$ cat config.mk
export PLATFORM = sky130hd
export DESIGN_NAME = fetch_stage
export DESIGN_NICKNAME = d
export VERILOG_FILES = /design/src/rtl/fetch_stage.sv
export SDC_FILE = /design/constraint.sdc
export NUM_CORES = 1
export LEC_CHECK = 0
export BUFFER_PORTS_ARGS = -buffer_cell sky130_fd_sc_hd__buf_2
export CAP_MARGIN = 20
export CORE_ASPECT_RATIO = 1.2
export CORE_UTILIZATION = 45
export CTS_CLUSTER_DIAMETER = 200
export DETAILED_ROUTE_END_ITERATION = 8
export PLACE_DENSITY = 0.69
export SLEW_MARGIN = 40
export SYNTH_ARGS = -nofsm -noshare
export SYNTH_HDL_FRONTEND = slang
export SYNTH_SLANG_ARGS = --single-unit
$ cat constraint.sdc
create_clock -name clk -period 4.41 [get_ports clk]
set_input_delay 0.2205 -clock clk [delete_from_list [all_inputs] [get_ports clk]]
set_output_delay 0.2205 -clock clk [all_outputs]
set_load 0.02 [all_outputs]
$ cat src/rtl/fetch_stage.sv
// fetch_stage: PC generation, 2-entry in-order fetch queue and IF/ID register.
// Responses are matched to requests purely by order; drop_cnt swallows the
// responses still in flight when a redirect discards their queue entries.
module fetch_stage #(
  parameter logic [31:0] RESET_PC  = 32'h0000_0000,
  parameter logic [31:0] NOP_INSTR = 32'h0000_0013
) (
  input  logic        clk,
  input  logic        rst,
  input  logic        stall,
  input  logic        redirect_en,
  input  logic [31:0] redirect_pc,
  output logic        imem_req,
  output logic [31:0] imem_addr,
  input  logic        imem_ready,
  input  logic        imem_rvalid,
  input  logic [31:0] imem_rdata,
  output logic [31:0] if_id_instr_data,
  output logic [31:0] if_id_pc
);

  logic [31:0]      pc;
  logic [1:0]       q_vld, q_done;       // slot 0 is always the head
  logic [1:0][31:0] q_pc, q_instr;
  logic [1:0]       drop_cnt;

  logic [1:0]       occ, nd_cnt;
  logic             pop, accept, fill, fill_idx, tail;
  logic [1:0]       n_vld, n_done;
  logic [1:0][31:0] n_pc, n_instr;
  logic [2:0]       drop_sum;
  logic [1:0]       n_drop;
  logic [31:0]      redirect_aligned;

  assign imem_addr        = pc;
  assign redirect_aligned = redirect_pc & 32'hFFFF_FFFC;

  // Handshake decode: pop frees its slot in the same cycle, so a full queue
  // whose head leaves can still issue a request.
  always_comb begin
    occ      = {1'b0, q_vld[0]} + {1'b0, q_vld[1]};
    nd_cnt   = {1'b0, q_vld[0] & ~q_done[0]} + {1'b0, q_vld[1] & ~q_done[1]};
    pop      = ~rst & ~redirect_en & ~stall & q_vld[0] & q_done[0];
    imem_req = ~rst & ~redirect_en & ((occ - {1'b0, pop}) < 2'd2);
    accept   = imem_req & imem_ready;
    fill     = ~rst & ~redirect_en & imem_rvalid & (drop_cnt == 2'd0);
    // entries complete in order, so the oldest not-done one is the head
    // unless the head is already done
    fill_idx = ~(q_vld[0] & ~q_done[0]);
  end

  // Queue next state: fill in place, then shift on pop, then allocate at tail.
  always_comb begin
    n_vld   = q_vld;
    n_done  = q_done;
    n_pc    = q_pc;
    n_instr = q_instr;
    if (fill) begin
      n_done[fill_idx]  = 1'b1;
      n_instr[fill_idx] = imem_rdata;
    end
    if (pop) begin
      n_vld      = {1'b0, n_vld[1]};
      n_done     = {1'b0, n_done[1]};
      n_pc[0]    = n_pc[1];
      n_instr[0] = n_instr[1];
    end
    tail = n_vld[0];
    if (accept) begin
      n_vld[tail]  = 1'b1;
      n_done[tail] = 1'b0;
      n_pc[tail]   = pc;
    end
  end

  // Drop counter: a redirect turns every outstanding request into a drop,
  // less the response consumed in the redirect cycle itself.
  always_comb begin
    drop_sum = {1'b0, nd_cnt} + {1'b0, drop_cnt} - {2'b00, imem_rvalid};
    n_drop   = drop_cnt;
    if (redirect_en)
      n_drop = drop_sum[1:0];
    else if (imem_rvalid && drop_cnt != 2'd0)
      n_drop = drop_cnt - 2'd1;
  end

  // PC, queue and drop counter registers.
  always_ff @(posedge clk) begin
    if (rst) begin
      pc       <= RESET_PC;
      q_vld    <= '0;
      q_done   <= '0;
      drop_cnt <= '0;
    end else if (redirect_en) begin
      pc       <= redirect_aligned;
      q_vld    <= '0;
      q_done   <= '0;
      drop_cnt <= n_drop;
    end else begin
      if (accept) pc <= pc + 32'd4;
      q_vld    <= n_vld;
      q_done   <= n_done;
      drop_cnt <= n_drop;
    end
  end

  // Queue payload needs no reset; validity is tracked by q_vld.
  always_ff @(posedge clk) begin
    q_pc    <= n_pc;
    q_instr <= n_instr;
  end

  // IF/ID register: bubble when the head is not ready, hold on stall.
  always_ff @(posedge clk) begin
    if (rst) begin
      if_id_instr_data <= NOP_INSTR;
      if_id_pc         <= '0;
    end else if (redirect_en) begin
      if_id_instr_data <= NOP_INSTR;
      if_id_pc         <= redirect_aligned;
    end else if (!stall) begin
      if (pop) begin
        if_id_instr_data <= q_instr[0];
        if_id_pc         <= q_pc[0];
      end else begin
        if_id_instr_data <= NOP_INSTR;
      end
    end
  end

  // A response must always have a not-done entry or a pending drop to go to.
  a_rsp_owner: assert property (@(posedge clk) disable iff (rst)
    imem_rvalid |-> (drop_cnt != 2'd0 || nd_cnt != 2'd0));
  a_drop_max: assert property (@(posedge clk) disable iff (rst)
    redirect_en |-> (drop_sum <= 3'd2));

endmodule

==> flow_metrics.env <==
export IMPL_maxSlewViolCount=0
export IMPL_fill_cells=1731
export IMPL_avgSynthCellArea_um2=10.65
export IMPL_finalSetupTns_ps=0
export IMPL_die_w_um=130.6
export IMPL_hold_class="input port to flop"
export IMPL_dr_wl_met3_um=1562
export IMPL_worstSetupStartpoint="q_vld[0]"
export IMPL_p_sw_share_pct=23.42
export IMPL_die_area_um2=20420
export IMPL_yosys_warnings=0
export IMPL_grt_usage_pct=21.34
export IMPL_dieHeight_um=156.3
export IMPL_maxSlewHeadroom_pct=47.25
export IMPL_syn_inst=839
export IMPL_final_common_cell="dfxtp_1"
export IMPL_cp_cell_sequence="nor2b_1 > and3_2 > ha_1 > and2b_2 > mux2_2 > nand2_1 > nor2_2 > buf_4"
export IMPL_multiInputGateArea_um2=3511
export IMPL_rows=56
export IMPL_tightest_slew_ps=791.3
export IMPL_crit_type="flop to flop"
export IMPL_p_sw_w=0.001090
export IMPL_cp_required_ps=4570
export IMPL_cts_buffers=23
export IMPL_reg2reg_slack_ps=1550
export IMPL_drv_cap=0
export IMPL_met2_length_um=10890
export IMPL_ys_flop_type="dfxtp_1"
export IMPL_dr_pass1_iters=5
export IMPL_p_int_w=0.003564
export IMPL_hold_end="imem_addr[4]"
export IMPL_ys_seq_area_share_pct=57.59
export IMPL_grt_pass1_wl_um=34290
export IMPL_final_cell_area_um2=11140
export IMPL_async_flop_share_pct=0
export IMPL_regToRegEndpoint="q_pc[59]"
export IMPL_post_cts_setup_buffers=0
export IMPL_gr_total_overflow=0
export IMPL_layout_area_seq_um2=5145
export IMPL_root_buffer="clkbuf_16"
export IMPL_synth_edf_count=62
export IMPL_drt_initial_drc_count=351
export IMPL_routedWlPerCell_um=16.78
export IMPL_grt_setup_unrepaired="no"
export IMPL_crit_fanout=25
export IMPL_min_from="redirect_pc[4]"
export IMPL_viasPerCell=5.422
export IMPL_arrival_ps=3020
export IMPL_vias=7070
export IMPL_ys_ff_latch=226
export IMPL_critPathMaxStageDelay_ps=430
export IMPL_clk_pin_slew_ps=60
export IMPL_dp_hpwl_um=14060
export IMPL_power_density_nw_per_um2=418.0
export IMPL_critPathLaunchType="flop"
export IMPL_drc_errors=0
export IMPL_cts_resized=0
export IMPL_wl_met1_um=8767
export IMPL_fin_crit_ps=2862
export IMPL_clock_latency_ps=500
export IMPL_drive_above_1_share_pct=24.86
export IMPL_h_tree_depth=1
export IMPL_final_antenna_net_count=0
export IMPL_p_clk_share_pct=38.8
export IMPL_worst_r2r_cell_count=8
export IMPL_slowest_stage="buf_4"
export IMPL_synthesis_area_um2=8934
export IMPL_core_area_um2=19480
export IMPL_pre_cts_ws_ps=1203
export IMPL_nNetsFinal=1103
export IMPL_skew_ps=7.980
export IMPL_fmax_ghz=0.3494
export IMPL_finalSetupViolCount=0
export IMPL_p_seq_share_pct=51.9
export IMPL_finalHoldViolations=0
export IMPL_synth_distinct_cells=56
export IMPL_highest_signal_layer="met4"
export IMPL_cts_tree="built"
export IMPL_ctsLongestPathBuffers=3
export IMPL_initial_core_util_pct=45.86
export IMPL_io_buffer_count=162
export IMPL_final_util_pct=57.17
export IMPL_leakagePower_nw=4.535
export IMPL_postPlaceCellArea_um2=10010
export IMPL_report_power_total_w=0.004654
export IMPL_worstReg2RegStart="q_vld[0]"
export IMPL_min_path_cells=3
export IMPL_grt_max_degree=68
export IMPL_status="finished clean"
export IMPL_clock_sinks=226
export IMPL_num_io_pins=167
export IMPL_worst_slack_ps=1548
export IMPL_syn_to_final_growth_pct=24.65
export IMPL_routed_wl_um=21880
export IMPL_grt_pass1_vias=6732
export IMPL_crit_path_end_kind="flop"
export IMPL_ir_drop_uv=334.0
export IMPL_layout_common_cells="dfxtp_1, buf_2, nand2_1"
export IMPL_combPwrFrac_pct=9.3
export IMPL_fin_crit_sh_pct=64.90
export IMPL_gp_congestion=0.7662
export IMPL_antenna_found_initial=2
## state kept, by name (all words and copies together), names as in the netlist
signal / flops
q_instr: 64
q_vld: 2
drop_cnt: 2
imem_addr: 30
q_done: 2
if_id_pc: 32
if_id_instr_data: 32
q_pc: 62
## Yosys cell counts (6+ instances only)
master,count,area share [%]
dfxtp_1,164,37
nand2_1,103,4.3
edfxtp_1,62,21
nor2_1,56,2.4
a22oi_1,55,4.6
clkbuf_1,50,2.1
o21ai_0,40,2.2
a21oi_1,35,2.0
mux2_2,33,4.2
a22o_1,32,3.1
mux2i_1,31,3.5
inv_1,16,0.67
xnor2_1,16,1.6
nand3_1,12,0.67
a31oi_1,11,0.77
a211oi_1,10,0.84
nand4_1,10,0.70
nor3_1,8,0.45
nor4_1,8,0.56
and2_1,6,0.42
xor2_1,6,0.59
## worst max-delay path by stage
stage,end,slack [ps],depth (start not counted)
global placement,q_pc[54],1250,9
global route,q_instr[30],1360,8
CTS,q_pc[57],1510,8
detailed placement,q_pc[54],1200,9
finish,q_pc[59],1550,8
floorplan,q_pc[34],220,11
## metrics by stage
| step | hold WS (ps) | instances |
|---|---|---|
| 6_report | 19.02 | 1304 |
| 3_3_place_gp | 439.3 | 1218 |
| 2_1_floorplan | 329.1 | 840 |
| 3_5_place_dp | 443.5 | 1220 |
| 4_1_cts | 3.609 | 1303 |
| 5_1_grt | 25.88 | 1303 |
## layer usage
metal,vias up,GRT usage [%]
met5,-,0
met4,0,8.539
met3,42,4.718
met2,231,37.41
met1,3359,24.97
li1,3438,-
## power groups by stage
stage | clock, W | sequential (W) | combinational (W)
floorplan | 0 | 0.00247 | 0.000239
global placement | 0 | 0.00245 | 0.000390
detailed placement | 0 | 0.00246 | 0.000403
CTS | 0.00186 | 0.00241 | 0.000434
global route | 0.00194 | 0.00244 | 0.000474
finish | 0.00181 | 0.00241 | 0.000434
## critical path, delay by kind of cell, from the launching register on
family                     cells  cell delay, ps
adders and majority gates      1             260
muxes                          1             360
and+or+nand+nor                5            1100
buffers and inverters          1             430
DFF                            1             350
## logic make-up (layout without fill, tap and decap cells)
| logic type | after synthesis | after routing | share of synthesized area [%] |
|---|---|---|---|
| compound gates | 211 | 211 | 16.04 |
| xor+xnor | 22 | 22 | 2.157 |
| fa+ha+maj | 6 | 6 | 0.9244 |
| buf+inv | 78 | 280 | 3.515 |
| flops | 226 | 226 | 57.59 |
| mux | 64 | 64 | 7.633 |
| other cells | 1 | 3 | 0.04198 |
| simple gates | 231 | 231 | 12.10 |
## final cells by class
type                    instances  area share [%]
diodes                          1         0.02247
clock buffers                  31           5.618
clock inverters                 9          0.5955
inverters                      16          0.5393
multi-input cells             536           31.53
flip-flops and latches        226           46.20
well taps                     261           2.933
repair buffers                224           12.56
## what timing repair did
| item | in CTS | in global routing |
|---|---|---|
| hold buffers | 43 | 0 |
| endpoints found under the setup margin | 0 | 0 |
| endpoints found under the hold margin | 46 | 0 |
(Power assumes the default switching activity.)
